$ cat src/rtl/drv_fifo_port.sv
// drv_fifo_port: per-driver FIFO endpoint for one slot of bs_gnrtr_n_rbtr.
// TX side is a first-word-fall-through FIFO feeding the bus driver (pndng/D_pop/pop).
// RX side captures push/D_push and hands words to a local valid/ready consumer.
// Sticky error flags and a saturating drop counter report protocol misuse.
module drv_fifo_port #(
  parameter int width = 16,
  parameter int depth = 8,
  parameter int cnt_w = $clog2(depth + 1)
) (
  input  logic             clk,
  input  logic             reset,
  // local producer -> TX FIFO
  input  logic             tx_valid,
  input  logic [width-1:0] tx_data,
  output logic             tx_ready,
  // TX FIFO -> bus driver
  output logic             pndng,
  input  logic             pop,
  output logic [width-1:0] D_pop,
  // bus driver -> RX FIFO
  input  logic             push,
  input  logic [width-1:0] D_push,
  // RX FIFO -> local consumer
  output logic             rx_valid,
  output logic [width-1:0] rx_data,
  input  logic             rx_ready,
  // status
  output logic [cnt_w-1:0] tx_count,
  output logic [cnt_w-1:0] rx_count,
  output logic             tx_underflow,
  output logic             rx_overflow,
  output logic [7:0]       rx_drop_cnt,
  input  logic             clear_err
);

  localparam int ptr_w = $clog2(depth);
  localparam logic [cnt_w-1:0] full_cnt = cnt_w'(depth);

  // ---------------------------------------------------------------------------
  // TX FIFO state
  // ---------------------------------------------------------------------------
  logic [width-1:0] r_tx_mem [depth];
  logic [ptr_w-1:0] r_tx_wr_ptr;
  logic [ptr_w-1:0] r_tx_rd_ptr;
  logic [cnt_w-1:0] r_tx_cnt;
  logic             r_tx_underflow;

  logic w_tx_push;
  logic w_tx_pop;
  logic w_tx_uf_evt;

  // Fullness and emptiness are judged on registered occupancy only, so there is
  // no combinational path from pop to tx_ready; an empty FIFO never bypasses.
  assign w_tx_push   = tx_valid && (r_tx_cnt != full_cnt);
  assign w_tx_pop    = pop && (r_tx_cnt != '0);
  assign w_tx_uf_evt = pop && (r_tx_cnt == '0);

  // TX storage write; data is only observable through the occupancy counter.
  // NOTE: storage arrays carry no reset -- stale entries are unreachable once the
  // counter is cleared, and leaving them unreset lets the array map onto plain RAM.
  always_ff @(posedge clk) begin
    if (w_tx_push) r_tx_mem[r_tx_wr_ptr] <= tx_data;
  end

  // TX pointers, occupancy and underflow flag.
  // NOTE: all sequential state uses non-blocking assignment so every register
  // samples pre-edge values regardless of block ordering.
  always_ff @(posedge clk) begin
    if (reset) begin
      r_tx_wr_ptr    <= '0;
      r_tx_rd_ptr    <= '0;
      r_tx_cnt       <= '0;
      r_tx_underflow <= 1'b0;
    end else begin
      if (w_tx_push) r_tx_wr_ptr <= r_tx_wr_ptr + ptr_w'(1);
      if (w_tx_pop)  r_tx_rd_ptr <= r_tx_rd_ptr + ptr_w'(1);
      r_tx_cnt <= r_tx_cnt + cnt_w'(w_tx_push) - cnt_w'(w_tx_pop);
      // A coincident underflow beats clear_err so the event is never lost.
      if (w_tx_uf_evt)    r_tx_underflow <= 1'b1;
      else if (clear_err) r_tx_underflow <= 1'b0;
    end
  end

  assign tx_ready     = (r_tx_cnt != full_cnt);
  assign pndng        = (r_tx_cnt != '0);
  assign D_pop        = pndng ? r_tx_mem[r_tx_rd_ptr] : '0;
  assign tx_count     = r_tx_cnt;
  assign tx_underflow = r_tx_underflow;

  // ---------------------------------------------------------------------------
  // RX FIFO state
  // ---------------------------------------------------------------------------
  logic [width-1:0] r_rx_mem [depth];
  logic [ptr_w-1:0] r_rx_wr_ptr;
  logic [ptr_w-1:0] r_rx_rd_ptr;
  logic [cnt_w-1:0] r_rx_cnt;
  logic             r_rx_overflow;
  logic [7:0]       r_rx_drop_cnt;

  logic w_rx_push;
  logic w_rx_pop;
  logic w_rx_drop;

  // A push into a full FIFO is dropped even if the consumer frees a slot on the
  // same edge: fullness is evaluated on the pre-edge occupancy.
  assign w_rx_push = push && (r_rx_cnt != full_cnt);
  assign w_rx_drop = push && (r_rx_cnt == full_cnt);
  assign w_rx_pop  = rx_ready && (r_rx_cnt != '0);

  // RX storage write.
  always_ff @(posedge clk) begin
    if (w_rx_push) r_rx_mem[r_rx_wr_ptr] <= D_push;
  end

  // RX pointers, occupancy, overflow flag and saturating drop counter.
  always_ff @(posedge clk) begin
    if (reset) begin
      r_rx_wr_ptr   <= '0;
      r_rx_rd_ptr   <= '0;
      r_rx_cnt      <= '0;
      r_rx_overflow <= 1'b0;
      r_rx_drop_cnt <= '0;
    end else begin
      if (w_rx_push) r_rx_wr_ptr <= r_rx_wr_ptr + ptr_w'(1);
      if (w_rx_pop)  r_rx_rd_ptr <= r_rx_rd_ptr + ptr_w'(1);
      r_rx_cnt <= r_rx_cnt + cnt_w'(w_rx_push) - cnt_w'(w_rx_pop);
      if (w_rx_drop) begin
        r_rx_overflow <= 1'b1;
        if (clear_err)                  r_rx_drop_cnt <= 8'd1;
        else if (r_rx_drop_cnt != 8'hFF) r_rx_drop_cnt <= r_rx_drop_cnt + 8'd1;
      end else if (clear_err) begin
        r_rx_overflow <= 1'b0;
        r_rx_drop_cnt <= '0;
      end
    end
  end

  assign rx_valid    = (r_rx_cnt != '0);
  assign rx_data     = rx_valid ? r_rx_mem[r_rx_rd_ptr] : '0;
  assign rx_count    = r_rx_cnt;
  assign rx_overflow = r_rx_overflow;
  assign rx_drop_cnt = r_rx_drop_cnt;

endmodule

$ cat config.mk
export PLATFORM = sky130hd
export DESIGN_NAME = drv_fifo_port
export DESIGN_NICKNAME = d
export VERILOG_FILES = /design/src/rtl/drv_fifo_port.sv
export SDC_FILE = /design/constraint.sdc
export NUM_CORES = 1
export LEC_CHECK = 0
export BUFFER_PORTS_ARGS = -buffer_cell sky130_fd_sc_hd__clkbuf_2
export CORE_ASPECT_RATIO = 2
export CORE_MARGIN = 4
export CORE_UTILIZATION = 55
export DETAILED_ROUTE_END_ITERATION = 8
export PLACE_DENSITY = 0.76
export SYNTH_ARGS = -nofsm -noshare
export SYNTH_HDL_FRONTEND = slang
export SYNTH_SLANG_ARGS = --single-unit
$ cat constraint.sdc
create_clock -name clk -period 3.6 [get_ports clk]
set_input_delay 0.54 -clock clk [delete_from_list [all_inputs] [get_ports clk]]
set_output_delay 0.54 -clock clk [all_outputs]
set_load 0.02 [all_outputs]
Yosys cells after proc, flatten, opt, wreduce, memory -nomap -nowiden
Memory sizes are Yosys's and may differ from the RTL's. A register that Yosys moved wholly into a read port is not among the register bits.
Index checks and enable logic that the tools add are counted.
- memories kept: 2
- input bits: 39
- bits in writable memories: 256
- logic and storage cells: 54
- output and inout port bits: 53
- bits in registers: 30
- memory list (name ; depth ; bits a word ; rd ports ; clocked after Yosys merged registers in ; write ports ; RTL line ; source):
    r_rx_mem ; 8 ; 16 ; 1 ; 1 ; 1 ; 93 ; logic [width-1:0] r_rx_mem [depth];
    r_tx_mem ; 8 ; 16 ; 1 ; 1 ; 1 ; 42 ; logic [width-1:0] r_tx_mem [depth];
- mux-type cells: 17
- add/subtract/negate cells: 9
- equal/unequal tests: 4
- reductions and logical operators: 13
- operator list (cell ; number):
    2-to-1 mux 16 bit ; 2
    2-to-1 mux 8 bit ; 4
    adder 3 x 1 -> 3 bit, second input constant ; 4
    2-to-1 mux 3 bit ; 4
    adder 4 x 1 -> 4 bit ; 2
    adder 8 x 1 -> 8 bit, second input constant ; 1
    != test 4 bit, second input constant ; 2
    != test 8 bit, second input constant ; 1
    nonzero test 4 bit ; 2
    subtractor 4 x 1 -> 4 bit ; 2
    2-to-1 mux 1 bit ; 7
    logical AND 1 bit ; 6
    nonzero test 2 bit ; 3
    == test 4 bit, second input constant ; 1
    zero test 4 bit ; 1
    AND reduction 2 bit ; 1

Longest topological paths before layout
Gate-level depths: netlist of the first run.
- depth in word-level cells: 4
- depth in mapped cells: 12
- depth with buffers taken out: 12

Worst setup path before layout of the first run
No wires, ideal clock.
- path type: register to register
- start point: register r_tx_cnt[2] (netlist: tx_count[2])
- end point: memory r_tx_mem[0][0], enable pin
- cell stages (with the launch flop): 7
- data required time: 3.170 ns
- clock period less this slack: 3.432 ns
- setup slack: 0.168 ns
- arrival: 3.002 ns
- cells stage by stage: dfxtp_1 inv_1 ha_1 or3b_1 clkbuf_1 nand2_1 nor4_1
- cells in the longest elaborated chain, start to end: 4
- RTL lines (element ; RTL line ; source):
    from (decl) ; 45 ; logic [cnt_w-1:0] r_tx_cnt;
    from (signal assigned) ; 77 ; r_tx_cnt <= r_tx_cnt + cnt_w'(w_tx_push) - cnt_w'(w_tx_pop);
    != test 4 bit ; -- ;
    net tx_ready ; 15 ; output logic tx_ready,
    logical AND 1 bit ; 54 ; assign w_tx_push = tx_valid && (r_tx_cnt != full_cnt);
    2-to-1 mux 1 bit ; 62 ; if (w_tx_push) r_tx_mem[r_tx_wr_ptr] <= tx_data;
    2-to-1 mux 1 bit (not written as such) ; 62 ;
    to (decl) ; 42 ;
The timed path passes the listed nets, and every way through them passes these cells.

==> results of run 1 <==
==> sequential cells by signal (all words and copies together), names as in the netlist, 4 cells and up, named ones only <==
signal and count:
r_tx_mem 128, r_rx_mem 128, rx_count 4, tx_count 4, rx_drop_cnt 8
==> worst paths after layout <==
check / endpoint / slack (ns) / startpoint
hold reg to reg: rx_overflow$_SDFFE_PP0P_ / 0.48 / rx_overflow$_SDFFE_PP0P_
setup reg to reg: rx_count[1]$_SDFF_PP0_ / 0.89 / rx_count[2]$_SDFF_PP0_
hold / removal: r_tx_mem[3][9]$_DFFE_PP_ / 0.31 / tx_data[9]
setup / recovery: D_pop[1] / 0.56 / flop
==> logic make-up (layout without fill, tap and decap cells) <==
| logic type | after synthesis | after routing | share of synthesized area |
|---|---|---|---|
| flip-flops | 292 | 292 | 0.733 |
| AND/OR/NAND/NOR | 125 | 125 | 0.0520 |
| multiplexers | 96 | 96 | 0.154 |
| buffers and inverters | 38 | 168 | 0.0150 |
| AO/OA/AOI/OAI | 30 | 30 | 0.0162 |
| adder cells (fa/ha/maj) | 17 | 17 | 0.0199 |
| XOR/XNOR | 13 | 13 | 0.00993 |
==> cells in the final DEF (no fill, tap or decap), types with 2 or more instances in the layout <==
cell                        instances
sky130_fd_sc_hd__a21o_1             2
sky130_fd_sc_hd__a21oi_1           17
sky130_fd_sc_hd__buf_4             20
sky130_fd_sc_hd__bufinv_16          9
sky130_fd_sc_hd__clkbuf_1           2
sky130_fd_sc_hd__clkbuf_16         25
sky130_fd_sc_hd__clkbuf_2          91
sky130_fd_sc_hd__clkinv_1           4
sky130_fd_sc_hd__clkinv_4           2
sky130_fd_sc_hd__dfxtp_1           34
sky130_fd_sc_hd__dfxtp_2            2
sky130_fd_sc_hd__edfxtp_1         256
sky130_fd_sc_hd__fa_1               2
sky130_fd_sc_hd__ha_1              15
sky130_fd_sc_hd__inv_1             12
sky130_fd_sc_hd__mux2i_1           32
sky130_fd_sc_hd__mux4_2            64
sky130_fd_sc_hd__nand2_1           14
sky130_fd_sc_hd__nand2b_1           6
sky130_fd_sc_hd__nand3_1           18
sky130_fd_sc_hd__nor2_1            59
sky130_fd_sc_hd__nor2b_1            4
sky130_fd_sc_hd__nor3_2             4
sky130_fd_sc_hd__nor3_4             4
sky130_fd_sc_hd__nor4_2             2
sky130_fd_sc_hd__o21ai_0            3
sky130_fd_sc_hd__o31ai_1            3
sky130_fd_sc_hd__or4_1              3
sky130_fd_sc_hd__xnor2_1            3
sky130_fd_sc_hd__xor2_1            10
==> layer usage <==
metal / wire length, µm / vias to the layer above / track usage
li1: - / 2639 / -
met1: 7720 / 2979 / 0.215
met2: 13800 / 175 / 0.418
met3: 1150 / 40 / 0.0304
met4: 659 / 0 / 0.0654
met5: 0 / - / 0
==> power by group through the flow <==
stage               registers, mW  clock network, mW  logic (mW)
floorplan                    4.17                  0        1.87
global placement             4.17                  0        2.60
detailed placement           4.21                  0        2.68
CTS                          4.14               3.09        2.71
global route                 4.16               3.24        2.90
finish                       4.13               3.03        2.65
==> metrics by stage <==
stage	total power [mW]	utilization	hold WS (ns)	std cells
after floorplan	6.05	-	0.462	611
after global placement	6.78	0.605	0.458	963
after detailed placement	6.89	0.605	0.467	963
after CTS	9.93	0.651	0.284	1007
after global routing	10.3	0.651	0.288	1007
final	9.81	0.651	0.306	1007
==> area by class of cell <==
| class | count | area [µm²] | area share |
|---|---|---|---|
| clock buffers | 27 | 633 | 0.0475 |
| repair buffers | 112 | 626 | 0.0470 |
| flip-flops and latches | 292 | 8410 | 0.631 |
| well taps | 266 | 333 | 0.0250 |
| inverters | 12 | 45.0 | 0.00338 |
| multi-input cells | 281 | 2960 | 0.222 |
| clock inverters | 17 | 315 | 0.0237 |
==> qor_table.md, run 1 <==
| Parameter | This run |
|:---|:---|
| Slew headroom | 0.333 |
| Main synth FF type | sky130_fd_sc_hd__edfxtp_1 |
| Root buffer selected by CTS | sky130_fd_sc_hd__clkbuf_16 |
| Number of fillers in the final layout | 1372 |
| TritonCTS clock tree | done |
| Fraction of the yosys area taken by sequential cells | 0.733 |
| Effective utilization at floorplan | 0.560 |
| DIE AREA | 0.0234 mm² |
| Most used standard cells in the synthesized netlist | sky130_fd_sc_hd__edfxtp_1, sky130_fd_sc_hd__mux4_2, sky130_fd_sc_hd__nor2_1, sky130_fd_sc_hd__dfxtp_1, sky130_fd_sc_hd__mux2i_1 |
| Layout cell share with drive strength beyond 1 | 0.313 |
| Setup Slack @ Placement | 0.881 ns |
| HP Class | in -> reg |
| Final count of pins violating max slew | 0 |
| Setup repair after global routing missed its margin | no |
| Final number of hold-violating endpoints | 0 |
| Number of buffers on the longest clock path | 3 |
| Final net count | 779 |
| Number of unique standard cell types used by synthesis | 41 |
| CP bufs+invs | 2 |
| Buffers inserted during post-CTS setup optimization | 0 |
| Final wirelength | 23400 µm |
| Biggest cell delay along the critical path | 0.69 ns |
| First DRT Iteration DRCs | 276 |
| Part of the power in the clock network | 0.309 |
| Pre-antenna DRT Iters | 4 |
| Cell area after layout | 0.0133 mm² |
| # rows | 74 |
| Max Clk Rate | 329 MHz |
| Most instantiated library cell after synthesis | sky130_fd_sc_hd__edfxtp_1 |
| Clock latency on the worst-skew pair | 0.51 ns |
| Clock sink count | 292 |
| Horizontal extent of the die | 110 µm |
| Tot GR Track Use | 0.210 |
| Maximum number of pins on one net before global-route repair | 33 |
| Async set or reset register ratio after synthesis | 0 |
| Global-route wire length before repair | 35900 µm |
| I/O pins | 92 |
| Library cell occupying the most area in the post-synthesis netlist | sky130_fd_sc_hd__edfxtp_1 |
| Number of buffers created by CTS | 24 |
| Areal power density over the cells | 737 mW/mm² |
| Number of hold-repair buffers added at the cts stage | 0 |
| Warnings from Yosys | 0 |
| Post-Route Skew | 0.0115 ns |
| Antenna violations before repair | 0 |
| Dominant delay contributor by cell family on the critical path | multiplexers |
| Sequential cell fraction of total power | 0.421 |
| Status | finished, final reports clean |
| Remaining antenna violation count after routing | 0 |
| Depth of the most critical reg-to-reg path | 9 |
| Arrival time worst endpoint | 2.50 ns |
| Path length in cells of the critical path | 5 |
| Fraction of the cycle the final worst path needs | 0.843 |
| Combinational power share | 0.270 |
| PortBufs | 91 |
| Vias post-DR | 5833 |
| Peak ir drop on the vdd network | 0.576 mV |
| GR Overflow Total | 0 |
| Actual slew at the worst max-slew pin | 0.997 ns |
| Post-synth net total | 667 |
| Highest-delay cell along the critical path | sky130_fd_sc_hd__dfxtp_2 |
| Number of max-cap violations | 0 |
| Number of storage elements in the synthesis netlist | 292 |
| Syn avg cell area | 18.8 µm² |
| DRC Markers | 0 |
| Setup TNS | 0 ns |
| H-tree levels | 1 |
| Cell area after technology mapping | 0.0115 mm² |
| Critical path launch point type | flop |
| CP Max Fanout | 19 |
| Total cell area at the placement stage | 0.0124 mm² |
| Post-CTS sizing | 0 |
| Core ar. | 0.0205 mm² |
| Vias per Instance | 5.79 |
| Number of enable flip-flop cells after synthesis | 256 |
| Final critical path time including I/O delays and setup | 3.04 ns |
| Data required time at the worst endpoint | 3.06 ns |
| Top cells by area in the synthesized netlist | sky130_fd_sc_hd__edfxtp_1, sky130_fd_sc_hd__mux4_2, sky130_fd_sc_hd__dfxtp_1, sky130_fd_sc_hd__mux2i_1, sky130_fd_sc_hd__nor2_1 |
| Wirelength per Cell | 23.2 µm |
| Ant. Diodes | 0 |
| Internal power | 6.98 mW |
| Gp weighted congestion | 0.784 |
| Net Sw Power | 2.84 mW |
| Fraction of post-synthesis cell area in the top cell type by area | 0.671 |
| Leakage | 4.44 nW |
| Area added between synthesis and finish | 16.2% |
| Clock Pin Slew Worst Setup and Hold Paths | 0.07 ns |
| Setup-violating endpoint count in the final report | 0 |
| HPWL after DPL | 15000 µm |
| Number of global-route vias before repair | 6318 |
| Cell depth of the worst hold path | 1 |
| Die extent in y | 212 µm |
| Final critical-path setup slack | 0.564 ns |
| Crit. End Element | output pin |
| Crit Path Category | reg -> out |
| Switching Fraction | 0.289 |
| Number of standard cells after synthesis | 611 |
| Cell breakdown of the critical path | buf_12, mux4_2, mux2i_1, nor2_1, clkbuf_2 |
Note: power is estimated with default switching activity, not from simulation.
==> inputs of run 2 (changes only) <==
Settings changed: ABC_AREA set to 1.
Clock period 3.6 ns to 2.98 ns, I/O delays scaled along.
==> qor_table.md, run 2 <==
| Parameter | This run | Delta |
|:---|:---|:---|
| Status | finished, final reports clean | unchanged |
| TritonCTS clock tree | done | unchanged |
| Internal power | 7.70 mW | was 6.98 mW |
| Number of buffers created by CTS | 25 | was 24 |
| Ant. Diodes | 0 | unchanged |
| Antenna violations before repair | 0 | unchanged |
| Crit. End Element | output pin | unchanged |
| Setup-violating endpoint count in the final report | 0 | unchanged |
| Number of global-route vias before repair | 8013 | was 6318 |
| Most instantiated library cell after synthesis | sky130_fd_sc_hd__nor2_1 | was sky130_fd_sc_hd__edfxtp_1 |
| Final critical path time including I/O delays and setup | 2.74 ns |  |
| Areal power density over the cells | 875 mW/mm² | was 737 mW/mm² |
| Final critical-path setup slack | 0.237 ns | was 0.564 ns |
| Maximum number of pins on one net before global-route repair | 65 | was 33 |
| Horizontal extent of the die | 112 µm | was 110 µm |
| Peak ir drop on the vdd network | 0.622 mV | was 0.576 mV |
| Worst hold margin | 0.180 ns | was 0.306 ns |
| Clock sink count | 292 | unchanged |
| Number of storage elements in the synthesis netlist | 292 | unchanged |
| Tot GR Track Use | 0.206 | was 0.210 |
| Post-synth net total | 1101 | was 667 |
| # rows | 76 | was 74 |
| Wirelength per Cell | 17.4 µm | was 23.2 µm |
| R2R setup slack | 0.68 ns | was 0.89 ns |
| Max Clk Rate | 365 MHz |  |
| Sequential cell fraction of total power | 0.425 | was 0.421 |
| First DRT Iteration DRCs | 480 | was 276 |
| DIE AREA | 0.0244 mm² | was 0.0234 mm² |
| DRC Markers | 0 | unchanged |
| CP Max Fanout | 20 | was 19 |
| Setup Slack @ Placement | 0.659 ns | was 0.881 ns |
| Clock Pin Slew Worst Setup and Hold Paths | 0.07 ns | about the same |
| GR Overflow Total | 0 | unchanged |
| Arrival time worst endpoint | 2.30 ns | was 2.50 ns |
| Final number of hold-violating endpoints | 0 | unchanged |
| Die extent in y | 217 µm | was 212 µm |
| Number of unique standard cell types used by synthesis | 32 | was 41 |
| Critical path launch point type | flop | unchanged |
| Data required time at the worst endpoint | 2.53 ns | was 3.06 ns |
| Slew headroom | 0.562 | was 0.333 |
| PortBufs | 91 | unchanged |
| Global-route wire length before repair | 39900 µm | was 35900 µm |
| Depth of the most critical reg-to-reg path | 13 | was 9 |
| Core ar. | 0.0215 mm² | was 0.0205 mm² |
| H-tree levels | 1 | unchanged |
| Gp weighted congestion | 0.892 | was 0.784 |
| Fraction of the cycle the final worst path needs | 0.920 |  |
| Leakage | 4.90 nW | was 4.44 nW |
| Part of the power in the clock network | 0.258 | was 0.309 |
| Final wirelength | 24800 µm | was 23400 µm |
| Fraction of the yosys area taken by sequential cells | 0.701 | was 0.733 |
| Cell area after technology mapping | 0.0120 mm² | was 0.0115 mm² |
| Number of fillers in the final layout | 1677 | was 1372 |
| Post-Route Skew | 0.0120 ns | was 0.0115 ns |
| Setup repair after global routing missed its margin | no | unchanged |
| Vias per Instance | 5.52 | was 5.79 |
| Syn avg cell area | 11.5 µm² | was 18.8 µm² |
| Async set or reset register ratio after synthesis | 0 | unchanged |
| Setup TNS | 0 ns | unchanged |
| HPWL after DPL | 15900 µm | was 15000 µm |
| Most used standard cells in the synthesized netlist | sky130_fd_sc_hd__nor2_1, sky130_fd_sc_hd__edfxtp_1, sky130_fd_sc_hd__o21ai_1, sky130_fd_sc_hd__o21ai_0, sky130_fd_sc_hd__nand2_1 | was sky130_fd_sc_hd__edfxtp_1, sky130_fd_sc_hd__mux4_2, sky130_fd_sc_hd__nor2_1, sky130_fd_sc_hd__dfxtp_1, sky130_fd_sc_hd__mux2i_1 |
| Root buffer selected by CTS | sky130_fd_sc_hd__clkbuf_16 | unchanged |
| Final net count | 1196 | was 779 |
| Number of enable flip-flop cells after synthesis | 256 | unchanged |
| Layout cell share with drive strength beyond 1 | 0.148 | was 0.313 |
| Commonest non-fill, non-tap cell in the layout | sky130_fd_sc_hd__nor2_1 | was sky130_fd_sc_hd__edfxtp_1 |
| Net Sw Power | 4.09 mW | was 2.84 mW |
| Crit Path Category | reg -> out | unchanged |
| Number of standard cells after synthesis | 1045 | was 611 |
| Library cell occupying the most area in the post-synthesis netlist | sky130_fd_sc_hd__edfxtp_1 | unchanged |
| Remaining antenna violation count after routing | 0 | unchanged |
| Switching Fraction | 0.347 | was 0.289 |
| I/O pins | 92 | unchanged |
| Combinational power share | 0.317 | was 0.270 |
| Fraction of post-synthesis cell area in the top cell type by area | 0.641 | was 0.671 |
| Top library cells by usage in the layout, fill and taps aside | sky130_fd_sc_hd__nor2_1, sky130_fd_sc_hd__edfxtp_1, sky130_fd_sc_hd__o21ai_1 | was sky130_fd_sc_hd__edfxtp_1, sky130_fd_sc_hd__clkbuf_2, sky130_fd_sc_hd__mux4_2 |
| HP Class | in -> reg | unchanged |
| Pre-antenna DRT Iters | 5 | was 4 |
| Number of max-cap violations | 0 | unchanged |
| Actual slew at the worst max-slew pin | 0.656 ns | was 0.997 ns |
| Cell depth of the worst hold path | 1 | unchanged |
| Clock latency on the worst-skew pair | 0.53 ns | was 0.51 ns |
| Number of buffers on the longest clock path | 3 | unchanged |
| Warnings from Yosys | 0 | unchanged |
| Final count of pins violating max slew | 0 | unchanged |
| Main synth FF type | sky130_fd_sc_hd__edfxtp_1 | unchanged |
| Area added between synthesis and finish | 12.3% | was 16.2% |
| Final core utilization | 0.627 | was 0.651 |
| Effective utilization at floorplan | 0.558 | was 0.560 |
| Top cells by area in the synthesized netlist | sky130_fd_sc_hd__edfxtp_1, sky130_fd_sc_hd__nor2_1, sky130_fd_sc_hd__dfxtp_1, sky130_fd_sc_hd__o21ai_1, sky130_fd_sc_hd__o21ai_0 | was sky130_fd_sc_hd__edfxtp_1, sky130_fd_sc_hd__mux4_2, sky130_fd_sc_hd__dfxtp_1, sky130_fd_sc_hd__mux2i_1, sky130_fd_sc_hd__nor2_1 |
| Buffers inserted during post-CTS setup optimization | 0 | unchanged |
| Number of hold-repair buffers added at the cts stage | 0 | unchanged |
| Vias post-DR | 7883 | was 5833 |
[run 2: critical path, cell delays in order (launching register included)]
cell and delay (ns):
sky130_fd_sc_hd__dfxtp_2 0.59, sky130_fd_sc_hd__inv_2 0.21, sky130_fd_sc_hd__buf_4 0.25, sky130_fd_sc_hd__o21ai_0 0.18, sky130_fd_sc_hd__o21ai_0 0.10, sky130_fd_sc_hd__o21ai_0 0.15
sky130_fd_sc_hd__nor2_1 0.11, sky130_fd_sc_hd__clkbuf_2 0.17
[run 2: path summary, 6_finish.rpt]
check / start / to
worst max-delay path: flop / D_pop[15]
worst min-delay path: tx_data[11] / r_tx_mem[3][11]$_DFFE_PP_
worst max register to register: tx_count[2]$_SDFF_PP0_ / tx_count[2]$_SDFF_PP0_
worst min register to register: tx_underflow$_SDFFE_PP0P_ / tx_underflow$_SDFFE_PP0P_
[run 2: stage by stage]
step / instances / cell area (µm²) / total power [mW]
final: 1427 / 13500 / 11.8
after global routing: 1427 / 13500 / 12.5
after CTS: 1427 / 13500 / 11.9
after detailed placement: 1386 / 12700 / 8.86
after global placement: 1386 / 12700 / 8.75
after floorplan: 1045 / 12000 / 7.76
[run 2: cell type report]
type	instances	area (µm²)	share of cell area
Sequential cell	292	8420	0.625
Multi-Input combinational cell	657	3060	0.227
Timing Repair Buffer	118	721	0.0535
Clock buffer	26	629	0.0467
Tap cell	273	342	0.0254
Inverter	46	173	0.0128
Clock inverter	15	126	0.00939
[run 2: cell families (layout without fill, tap and decap cells)]
| family | after synthesis | count (layout) | share of synthesized area |
|---|---|---|---|
| AND/OR/NAND/NOR | 382 | 382 | 0.127 |
| flip-flops | 292 | 292 | 0.701 |
| AO/OA/AOI/OAI | 255 | 255 | 0.107 |
| buffers and inverters | 96 | 205 | 0.0438 |
| adder cells (fa/ha/maj) | 17 | 17 | 0.0190 |
| XOR/XNOR | 3 | 3 | 0.00219 |
[run 2: power groups by stage]
stage	sequential (mW)	combinational [mW]	clock, mW
after floorplan	5.03	2.73	0
after global placement	5.07	3.68	0
after detailed placement	5.09	3.77	0
after CTS	5.00	3.80	3.11
after global routing	5.04	4.20	3.27
final	5.01	3.74	3.04
[run 2: layer usage]
metal	vias up	wire, µm	share of wire	GRT usage
met3	54	1020	0.041	0.0223
met1	3808	8480	0.34	0.206
met4	0	782	0.032	0.0806
met5	-	0	0	0
met2	196	14500	0.59	0.420
li1	3825	-	-	-
[run 2: repair_timing]
item,CTS,global route
gates resized for setup,0,1
endpoints found under the hold margin,0,0
setup endpoints to repair,0,5
==> inputs of run 3 (changes only) <==
Settings changed: CORE_UTILIZATION 55 to 54, PLACE_DENSITY 0.76 to 0.78.
Clock period 2.98 ns to 2.3 ns, I/O delays scaled along.
==> qor_table.md, run 3 (synthesis gave the netlist of run 2 again) <==
| Parameter | This run | Delta |
|:---|:---|:---|
| Tot GR Track Use | 0.207 | was 0.206 |
| Vias post-DR | 8156 | was 7883 |
| Footprint of the flip-flops and latches | 0.00842 mm² | about the same |
| Arrival time worst endpoint | 1.94 ns | was 2.30 ns |
| Antenna violations before repair | 1 | was 0 |
| Crit Path Category | reg -> out | unchanged |
| Critical path launch point type | flop | unchanged |
| Number of max-cap violations | 0 | unchanged |
| Number of fillers in the final layout | 1603 | was 1677 |
| First DRT Iteration DRCs | 587 | was 480 |
| Maximum number of pins on one net before global-route repair | 65 | unchanged |
| Layout cell share with drive strength beyond 1 | 0.172 | was 0.148 |
| Number of buffers on the longest clock path | 3 | unchanged |
| Final critical path time including I/O delays and setup | 2.28 ns |  |
| Biggest cell delay along the critical path | 0.46 ns | was 0.59 ns |
| HP Class | in -> reg | unchanged |
| Net Sw Power | 5.61 mW | was 4.09 mW |
| I/O pins | 92 | unchanged |
| CP Max Fanout | 21 | was 20 |
| Switching Fraction | 0.345 | was 0.347 |
| # rows | 76 | unchanged |
| Post-Route Skew | 0.0154 ns | was 0.0120 ns |
| Horizontal extent of the die | 113 µm | was 112 µm |
| Data required time at the worst endpoint | 1.96 ns | was 2.53 ns |
| Gp weighted congestion | 0.822 | was 0.892 |
| Final net count | 1217 | was 1196 |
| Leakage | 5.13 nW | was 4.90 nW |
| Total cell area at the placement stage | 0.0128 mm² | was 0.0127 mm² |
| TritonCTS clock tree | done | unchanged |
| Clock sink count | 292 | unchanged |
| Cell area after layout | 0.0140 mm² | was 0.0135 mm² |
| Setup-violating endpoint count in the final report | 0 | unchanged |
| Remaining antenna violation count after routing | 0 | unchanged |
| Top library cells by usage in the layout, fill and taps aside | sky130_fd_sc_hd__nor2_1, sky130_fd_sc_hd__edfxtp_1, sky130_fd_sc_hd__o21ai_1 | unchanged |
| Setup repair after global routing missed its margin | yes | was no |
| Combinational power share | 0.352 | was 0.317 |
| Final number of hold-violating endpoints | 0 | unchanged |
| Root buffer selected by CTS | sky130_fd_sc_hd__clkbuf_16 | unchanged |
| Die extent in y | 219 µm | was 217 µm |
| Area of the multi-input gates | 0.00309 mm² | was 0.00306 mm² |
| Max Clk Rate | 438 MHz |  |
| Status | finished, final reports clean | unchanged |
| Cell breakdown of the critical path | clkbuf_16, nor2_1, nor2_1, o21ai_0, o21ai_1, o21ai_0, nor2_1, clkbuf_2 | was inv_2, buf_4, o21ai_0, o21ai_0, o21ai_0, nor2_1, clkbuf_2 |
| Fraction of the cycle the final worst path needs | 0.992 |  |
| Highest-delay cell along the critical path | sky130_fd_sc_hd__dfxtp_4 | was sky130_fd_sc_hd__dfxtp_2 |
| CP dominant cell by count | sky130_fd_sc_hd__nor2_1 | was sky130_fd_sc_hd__o21ai_0 |
| Number of global-route vias before repair | 8056 | was 8013 |
| Final wirelength | 27300 µm | was 24800 µm |
| Part of the power in the clock network | 0.252 | was 0.258 |
| Internal power | 10.7 mW | was 7.70 mW |
| HPWL after DPL | 16400 µm | was 15900 µm |
| Wirelength per Cell | 18.8 µm | was 17.4 µm |
| Global-route wire length before repair | 40100 µm | was 39900 µm |
| Crit. End Element | output pin | unchanged |
| Number of buffers created by CTS | 24 | was 25 |
| Sequential cell fraction of total power | 0.396 | was 0.425 |
| Actual slew at the worst max-slew pin | 0.565 ns | was 0.656 ns |
| Peak ir drop on the vdd network | 1.01 mV | was 0.622 mV |
| Clock latency on the worst-skew pair | 0.52 ns | was 0.53 ns |
| DRC Markers | 0 | unchanged |
| Areal power density over the cells | 1170 mW/mm² | was 875 mW/mm² |
| Clock Pin Slew Worst Setup and Hold Paths | 0.07 ns | about the same |
| Effective utilization at floorplan | 0.553 | was 0.558 |
| Final core utilization | 0.644 | was 0.627 |
| DIE AREA | 0.0248 mm² | was 0.0244 mm² |
| Commonest non-fill, non-tap cell in the layout | sky130_fd_sc_hd__nor2_1 | unchanged |
| PortBufs | 91 | unchanged |
| H-tree levels | 1 | unchanged |
| Pre-antenna DRT Iters | 6 | was 5 |
| GR Overflow Total | 0 | unchanged |
| Core ar. | 0.0217 mm² | was 0.0215 mm² |
| Final count of pins violating max slew | 0 | unchanged |
| Area added between synthesis and finish | 16.4% | was 12.3% |
| Slew headroom | 0.623 | was 0.562 |
| Vias per Instance | 5.61 | was 5.52 |
run 3: critical path, delay by kind of cell, from the launching register on:
| family | cells | cell delay [ns] |
|---|---|---|
| AOI/OAI and AO/OA | 3 | 0.27 |
| DFF | 1 | 0.46 |
| and+or+nand+nor | 3 | 0.30 |
| buffers and inverters | 2 | 0.39 |
run 3: what timing repair did:
| item | 4_1_cts | 5_1_grt |
|---|---|---|
| endpoints found under the hold margin | 0 | 0 |
| setup buffers | 0 | 3 |
| hold buffers | 0 | 0 |
| cloned | 0 | 8 |
| gates resized for setup | 13 | 58 |
| setup endpoints to repair | 29 | 25 |
| pin swaps | 0 | 6 |
run 3: final cells by class:
cell class              instances  area share
diodes                          1    0.000179
clock buffers                  29      0.0459
clock inverters                15      0.0119
inverters                      46      0.0133
multi-input cells             657       0.221
flip-flops and latches        292       0.603
well taps                     273      0.0245
repair buffers                140      0.0799
run 3: final timing paths:
path                       startpoint                   endpoint  slack [ns]  depth (start not counted)
max                              flop                 rx_data[2]        0.02                          8
min                               pop  tx_underflow$_SDFFE_PP0P_        0.09                          3
max reg2reg    tx_count[3]$_SDFF_PP0_     tx_count[2]$_SDFF_PP0_        0.18                         12
min reg2reg  rx_overflow$_SDFFE_PP0P_   rx_overflow$_SDFFE_PP0P_        0.47                          2
run 3: stage by stage:
step	cells	TNS (ns)	total power [mW]	hold WS, ns	setup WS (ns)
floorplan	1045	-6.95	10.1	0.444	-0.109
global placement	1397	0	11.5	0.448	0.324
detailed placement	1397	0	11.6	0.461	0.223
CTS	1441	0	15.8	0.0666	0.00664
global route	1453	-0.172	17.2	0.0817	-0.0694
finish	1453	0	16.3	0.0910	0.0177
run 3: power groups by stage:
stage	logic, mW	registers, mW	clock network (mW)
after global placement	4.94	6.51	0
after global routing	6.30	6.48	4.43
after floorplan	3.54	6.52	0
after detailed placement	5.07	6.53	0
final	5.72	6.44	4.11
after CTS	5.17	6.43	4.20
run 3: metal layers:
layer / vias up / GRT usage / wire length, µm / part of all wire
met5: - / 0 / 0 / 0
met3: 87 / 0.0252 / 1410 / 0.052
met2: 305 / 0.410 / 15600 / 0.57
met1: 3897 / 0.208 / 9130 / 0.33
li1: 3867 / - / - / -
met4: 0 / 0.0939 / 1160 / 0.042
